**config.mk**
```make
export PLATFORM = sky130hd
export DESIGN_NAME = uart_responder
export DESIGN_NICKNAME = d
export VERILOG_FILES = /design/src/rtl/uart_responder.sv
export SDC_FILE = /design/constraint.sdc
export NUM_CORES = 1
export LEC_CHECK = 0
export ABC_CLOCK_PERIOD_IN_PS = 6200
export BUFFER_PORTS_ARGS = -buffer_cell sky130_fd_sc_hd__buf_2
export CAP_MARGIN = 20
export CORE_MARGIN = 5
export CORE_UTILIZATION = 40
export DETAILED_ROUTE_END_ITERATION = 7
export MAX_ROUTING_LAYER = met4
export REMOVE_ABC_BUFFERS = 1
export SYNTH_ARGS = -nofsm -noshare
export SYNTH_HDL_FRONTEND = slang
export SYNTH_SLANG_ARGS = --single-unit
```
**constraint.sdc**
```tcl
create_clock -name CLK -period 6.2 [get_ports CLK]
set_input_delay 0.62 -clock CLK [delete_from_list [all_inputs] [get_ports CLK]]
set_output_delay 0.62 -clock CLK [all_outputs]
set_load 0.1 [all_outputs]
```
**src/rtl/uart_responder.sv**
```systemverilog
// uart_responder: device-side stand-in for the board UART chip.
// Accepts CPU byte writes on the wrn strobe and sends them as 8N1 frames on
// txd. Receives 8N1 frames on rxd into a one-byte buffer, which the CPU
// reads back with the rdn strobe. Status is polled through data_ready, tbre
// and tsre.
//
// Ports:
//   CLK         system clock, rising edge
//   RST         synchronous active-high reset
//   wrn         write strobe, active-low (acts on its falling edge)
//   rdn         read strobe, active-low (read completes on its rising edge)
//   data_in     byte to transmit, sampled on a write event
//   data_out    receive buffer, refreshed every cycle rdn is low
//   data_oe     bus drive enable, registered copy of (rdn == 0)
//   data_ready  receive buffer holds an unread byte
//   tbre        transmit holding register empty
//   tsre        transmit shift register empty (line idle)
//   rxd         asynchronous serial input
//   txd         serial output, idle high
//
// TX FSM
//   state  | meaning
//   IDLE   | line idle, waiting for the holding register to fill
//   START  | driving the start bit (0)
//   DATA   | driving 8 data bits, LSB first
//   STOP   | driving the stop bit (1); chains straight into the next frame
//
// RX FSM
//   state  | meaning
//   IDLE   | waiting for rxs to fall
//   START  | timing to mid start bit; a high sample there is a glitch
//   DATA   | sampling 8 data bits at mid-bit, LSB first
//   STOP   | sampling the stop bit; a low sample is a framing error
module uart_responder #(
  parameter int CLKS_PER_BIT = 16
) (
  input  logic       CLK,
  input  logic       RST,
  input  logic       wrn,
  input  logic       rdn,
  input  logic [7:0] data_in,
  output logic [7:0] data_out,
  output logic       data_oe,
  output logic       data_ready,
  output logic       tbre,
  output logic       tsre,
  input  logic       rxd,
  output logic       txd
);

  localparam int CNT_W = $clog2(CLKS_PER_BIT + 1);
  // Bit timers are down-counters loaded with (period - 1); the state acts
  // on the cycle it observes zero, giving exactly `period` cycles per bit.
  localparam logic [CNT_W-1:0] BIT_LAST  = CNT_W'(CLKS_PER_BIT - 1);
  localparam logic [CNT_W-1:0] HALF_LAST = CNT_W'(CLKS_PER_BIT / 2 - 1);
  localparam logic [CNT_W-1:0] CNT_ONE   = CNT_W'(1);

  typedef enum logic [1:0] {TX_IDLE, TX_START, TX_DATA, TX_STOP} tx_state_t;
  typedef enum logic [1:0] {RX_IDLE, RX_START, RX_DATA, RX_STOP} rx_state_t;

  // ---------------------------------------------------------------- strobes
  logic wrn_q, rdn_q;
  logic write_ev, read_done;

  always_ff @(posedge CLK) begin
    if (RST) begin
      wrn_q <= 1'b1;
      rdn_q <= 1'b1;
    end else begin
      wrn_q <= wrn;
      rdn_q <= rdn;
    end
  end

  assign write_ev  = wrn_q & ~wrn;
  assign read_done = ~rdn_q & rdn;

  // ---------------------------------------------------------------- TX path
  tx_state_t        tx_state, tx_state_d;
  logic [CNT_W-1:0] tx_cnt, tx_cnt_d;
  logic [2:0]       tx_idx, tx_idx_d;
  logic [7:0]       tx_shift, tx_shift_d;
  logic [7:0]       tx_hold, tx_hold_d;
  logic             tbre_d, tsre_d, txd_d;

  always_ff @(posedge CLK) begin
    if (RST) begin
      tx_state <= TX_IDLE;
      tx_cnt   <= '0;
      tx_idx   <= '0;
      tx_shift <= '0;
      tx_hold  <= '0;
      tbre     <= 1'b1;
      tsre     <= 1'b1;
      txd      <= 1'b1;
    end else begin
      tx_state <= tx_state_d;
      tx_cnt   <= tx_cnt_d;
      tx_idx   <= tx_idx_d;
      tx_shift <= tx_shift_d;
      tx_hold  <= tx_hold_d;
      tbre     <= tbre_d;
      tsre     <= tsre_d;
      txd      <= txd_d;
    end
  end

  // A write (needs tbre=1) and a hold->shifter transfer (needs tbre=0) can
  // never fall on the same edge, so the two updates of tbre do not collide.
  always_comb begin
    tx_state_d = tx_state;
    tx_cnt_d   = tx_cnt;
    tx_idx_d   = tx_idx;
    tx_shift_d = tx_shift;
    tx_hold_d  = tx_hold;
    tbre_d     = tbre;
    tsre_d     = tsre;
    txd_d      = txd;

    if (write_ev && tbre) begin
      tx_hold_d = data_in;
      tbre_d    = 1'b0;
    end

    case (tx_state)
      TX_IDLE: begin
        txd_d = 1'b1;
        if (!tbre) begin
          tx_shift_d = tx_hold;
          tbre_d     = 1'b1;
          tsre_d     = 1'b0;
          txd_d      = 1'b0;
          tx_cnt_d   = BIT_LAST;
          tx_state_d = TX_START;
        end
      end
      TX_START: begin
        if (tx_cnt == '0) begin
          tx_cnt_d   = BIT_LAST;
          tx_idx_d   = 3'd0;
          txd_d      = tx_shift[0];
          tx_state_d = TX_DATA;
        end else begin
          tx_cnt_d = tx_cnt - CNT_ONE;
        end
      end
      TX_DATA: begin
        if (tx_cnt == '0) begin
          tx_cnt_d = BIT_LAST;
          if (tx_idx == 3'd7) begin
            txd_d      = 1'b1;
            tx_state_d = TX_STOP;
          end else begin
            // Shift right so the next bit to send is always in bit 1.
            tx_shift_d = {1'b0, tx_shift[7:1]};
            txd_d      = tx_shift[1];
            tx_idx_d   = tx_idx + 3'd1;
          end
        end else begin
          tx_cnt_d = tx_cnt - CNT_ONE;
        end
      end
      TX_STOP: begin
        if (tx_cnt == '0) begin
          if (!tbre) begin
            // Queued byte: start the next frame with no idle gap.
            tx_shift_d = tx_hold;
            tbre_d     = 1'b1;
            txd_d      = 1'b0;
            tx_cnt_d   = BIT_LAST;
            tx_state_d = TX_START;
          end else begin
            tsre_d     = 1'b1;
            tx_state_d = TX_IDLE;
          end
        end else begin
          tx_cnt_d = tx_cnt - CNT_ONE;
        end
      end
      default: begin
        tx_state_d = TX_IDLE;
      end
    endcase
  end

  // ---------------------------------------------------------------- RX path
  logic             rx_meta, rxs;
  rx_state_t        rx_state, rx_state_d;
  logic [CNT_W-1:0] rx_cnt, rx_cnt_d;
  logic [2:0]       rx_idx, rx_idx_d;
  logic [7:0]       rx_shift, rx_shift_d;
  logic [7:0]       rx_buf, rx_buf_d;
  logic             data_ready_d;
  logic             rx_done;

  always_ff @(posedge CLK) begin
    if (RST) begin
      rx_meta    <= 1'b1;
      rxs        <= 1'b1;
      rx_state   <= RX_IDLE;
      rx_cnt     <= '0;
      rx_idx     <= '0;
      rx_shift   <= '0;
      rx_buf     <= '0;
      data_ready <= 1'b0;
    end else begin
      rx_meta    <= rxd;
      rxs        <= rx_meta;
      rx_state   <= rx_state_d;
      rx_cnt     <= rx_cnt_d;
      rx_idx     <= rx_idx_d;
      rx_shift   <= rx_shift_d;
      rx_buf     <= rx_buf_d;
      data_ready <= data_ready_d;
    end
  end

  always_comb begin
    rx_state_d   = rx_state;
    rx_cnt_d     = rx_cnt;
    rx_idx_d     = rx_idx;
    rx_shift_d   = rx_shift;
    rx_buf_d     = rx_buf;
    data_ready_d = data_ready;
    rx_done      = 1'b0;

    case (rx_state)
      RX_IDLE: begin
        if (!rxs) begin
          rx_cnt_d   = HALF_LAST;
          rx_state_d = RX_START;
        end
      end
      RX_START: begin
        if (rx_cnt == '0) begin
          if (rxs) begin
            rx_state_d = RX_IDLE;
          end else begin
            rx_cnt_d   = BIT_LAST;
            rx_idx_d   = 3'd0;
            rx_state_d = RX_DATA;
          end
        end else begin
          rx_cnt_d = rx_cnt - CNT_ONE;
        end
      end
      RX_DATA: begin
        if (rx_cnt == '0) begin
          rx_shift_d = {rxs, rx_shift[7:1]};
          rx_cnt_d   = BIT_LAST;
          if (rx_idx == 3'd7) begin
            rx_state_d = RX_STOP;
          end else begin
            rx_idx_d = rx_idx + 3'd1;
          end
        end else begin
          rx_cnt_d = rx_cnt - CNT_ONE;
        end
      end
      RX_STOP: begin
        if (rx_cnt == '0) begin
          if (rxs) begin
            rx_buf_d = rx_shift;
            rx_done  = 1'b1;
          end
          rx_state_d = RX_IDLE;
        end else begin
          rx_cnt_d = rx_cnt - CNT_ONE;
        end
      end
      default: begin
        rx_state_d = RX_IDLE;
      end
    endcase

    // A completing byte beats a simultaneous read-done so it is not lost.
    if (rx_done) begin
      data_ready_d = 1'b1;
    end else if (read_done) begin
      data_ready_d = 1'b0;
    end
  end

  // -------------------------------------------------------------- read path
  always_ff @(posedge CLK) begin
    if (RST) begin
      data_oe  <= 1'b0;
      data_out <= '0;
    end else begin
      data_oe <= ~rdn;
      if (!rdn) begin
        data_out <= rx_buf;
      end
    end
  end

endmodule

```
==> impl_metrics.env <==
export IMPL_status="finished, final reports clean"
export IMPL_power_density_mw_per_mm2=386
export IMPL_synth_edf_count=0
export IMPL_coreArea_mm2=0.00777
export IMPL_layout_common_cells="69 x dfxtp_1, 47 x nand2_1, 37 x a21oi_1"
export IMPL_tightest_slew_ns=0.840
export IMPL_num_vias=2516
export IMPL_final_common_cell="dfxtp_1"
export IMPL_first_iter_violations=106
export IMPL_crit_required_ns=6.46
export IMPL_drc=0
export IMPL_path_cells="inv_1 > ha_1 > nand2b_1 > or3_1 > a21o_1 > a21oi_1"
export IMPL_grt_pass1_wl_um=10600
export IMPL_vias_per_cell=5.11
export IMPL_rsz0062_at_grt="false"
export IMPL_grt_pass1_vias=2338
export IMPL_diodes=0
export IMPL_io_buffers=25
export IMPL_grt_overflow_total=0
export IMPL_num_fill_cells=777
export IMPL_finalCritPeriodShare_pct=37.2
export IMPL_p_leak_uw=0.00144
export IMPL_setup_ws_ns=3.89
export IMPL_ant_nets=0
export IMPL_synthArstFlopShare_pct=0
export IMPL_grt_antenna_before_repair=0
export IMPL_worstSetupEndpointType="register"
export IMPL_min_period_ns=2.31
export IMPL_yosysSeqAreaShare_pct=42.9
export IMPL_syn_to_final_growth_pct=11.4
export IMPL_setup_tns_final_ns=0
export IMPL_slowest_delay_ns=0.65
export IMPL_start_util_pct=41.4
export IMPL_post_cts_buffers=0
export IMPL_ys_warn_count=0
export IMPL_die_y_um=99.7
export IMPL_ys_flop_type="dfxtp_1"
export IMPL_path_buf_inv=1
export IMPL_dieArea_mm2=0.00994
export IMPL_cts_sinks=69
export IMPL_critPathLaunchType="register"
export IMPL_cts_buffers=9
export IMPL_peakVddDrop_mv=0.143
export IMPL_drtPass1Iterations=4
export IMPL_slew_viol_final=0
export IMPL_totalWireLength_um=6210
export IMPL_rows=32
export IMPL_maxCapViolations=0
export IMPL_hpwlAfterDp_um=4090
export IMPL_cts_buffer_depth=2
export IMPL_grt_max_degree=62
export IMPL_hold_viol=0
export IMPL_drive_above_1_share_pct=15.4
export IMPL_max_slew_margin_rel_pct=43.2
export IMPL_routedWlPerCell_um=12.6
export IMPL_finalSetupViolations=0
export IMPL_p_total_uw=1380
export IMPL_gp_congestion=0.793
export IMPL_avgSynthCellArea_um2=8.65
export IMPL_place_worst_setup_slack_ns=3.85
export IMPL_chipWidth_um=99.7
export IMPL_root_buffer="clkbuf_8"
export IMPL_netlist_instances=372
export IMPL_crit_path_max_fanout=18
export IMPL_critPathTopFamily="simple AND/OR/NAND/NOR gates"
export IMPL_clk_pin_slew_ns=0.08
export IMPL_slowest_stage="ha_1"
export IMPL_path_class="reg -> reg"
export IMPL_ios=26
export IMPL_cts_htree_levels=3
export IMPL_post_cts_resize_count=0
export IMPL_holdBufCountCts=0
export IMPL_arrival_ns=2.57
export IMPL_synth_cell_types=50
export IMPL_synth_seq_cells=69
export IMPL_netlist_area_mm2=0.00322
export IMPL_cts_tree="built"
export IMPL_clock_latency_ns=0.34
export IMPL_final_nets=415
export IMPL_grtUsageTotal_pct=13.2
export IMPL_hold_class="reg -> reg"
export IMPL_fmax_ghz=0.433
export IMPL_fin_skew_ns=0.00950
==> stage by stage <==
step / cell area, um^2 / cells / hold WS (ns) / utilization (%)
2_1_floorplan: 3110 / 347 / 0.389 / -
4_1_cts: 3580 / 492 / 0.418 / 46.1
3_3_place_gp: 3370 / 476 / 0.396 / 43.4
5_1_grt: 3580 / 492 / 0.447 / 46.1
3_5_place_dp: 3370 / 476 / 0.401 / 43.4
6_report: 3580 / 492 / 0.414 / 46.1
==> synth_stat cells (2+ instances only) <==
library cell   n  area share [%]
nand2b_1       3            0.58
nand2_1       47             5.5
o221a_2        2            0.70
and3_1         2            0.39
o2111ai_1      2            0.54
a21oi_1       37             5.8
o22ai_1        2            0.39
or2_2          7             1.4
dfxtp_1       69              43
a221oi_1       2            0.54
inv_1         13             1.5
a21oi_2        2            0.54
a31oi_1        2            0.39
nor3_1         5            0.78
nor2_1        31             3.6
a21o_1         7             1.6
nor3b_1        2            0.47
or3_1          2            0.39
o211a_1        2            0.62
a22oi_1        2            0.47
o21a_1         2            0.47
ha_1          17             6.6
and2_1         2            0.39
nand3_1       17             2.6
o21ai_0       19             3.0
nand3b_1       2            0.47
mux2i_1       25             7.8
clkbuf_1      22             2.6
a211oi_1       3            0.70
buf_6          2            0.70
==> cell families (layout without fill, tap and decap cells) <==
family	after synthesis	in the layout	share of synthesized area, %
adder cells (fa/ha/maj)	17	17	6.61
flip-flops	69	69	42.9
buffers and inverters	38	56	4.94
AND/OR/NAND/NOR	128	128	19.0
AO/OA/AOI/OAI	93	93	18.1
XOR/XNOR	1	1	0.272
multiplexers	26	26	8.13
==> per-layer routing <==
metal  wire [um]  global-route usage [%]  vias up
met2        2670                    19.3       28
met5           0                       -        -
met3         163                    3.44       12
met1        3280                    17.3     1153
met4          91                    5.04        0
li1            -                       -     1323
==> flip-flops by register name, summed over array words and instances, names as in the netlist, 2 cells and up, named ones only <==
name,cells
data_out,8
rx_buf,8
rx_shift,8
tx_hold,8
tx_shift,8
rx_cnt,5
tx_cnt,5
rx_idx,3
tx_idx,3
tx_state,2
==> report_power, final <==
part / leakage (uW) / total (uW) / internal [uW] / switching [uW]
Clock: 0.000107 / 380 / 200 / 180
Sequential: 0.000561 / 527 / 485 / 41.5
Combinational: 0.000771 / 475 / 172 / 303
==> path summary, 6_finish.rpt <==
kind                 endpoint  slack (ns)  depth (start not counted)         from
hold / removal            rxs        0.41                          1      rx_meta
setup / recovery  tx_shift[4]        3.89                          6  tx_state[0]
setup reg to reg  tx_shift[4]        3.89                          6  tx_state[0]
hold reg to reg           rxs        0.41                          1      rx_meta
==> final cells by class <==
| class | instances | area (um^2) | share of cell area (%) |
|---|---|---|---|
| Multi-Input combinational cell | 265 | 1680 | 46.8 |
| Timing Repair Buffer | 27 | 140 | 3.91 |
| Sequential cell | 69 | 1380 | 38.6 |
| Clock inverter | 6 | 70.1 | 1.96 |
| Tap cell | 102 | 128 | 3.56 |
| Clock buffer | 10 | 138 | 3.84 |
| Inverter | 13 | 48.8 | 1.36 |
Power figures use the tool's default switching activity.
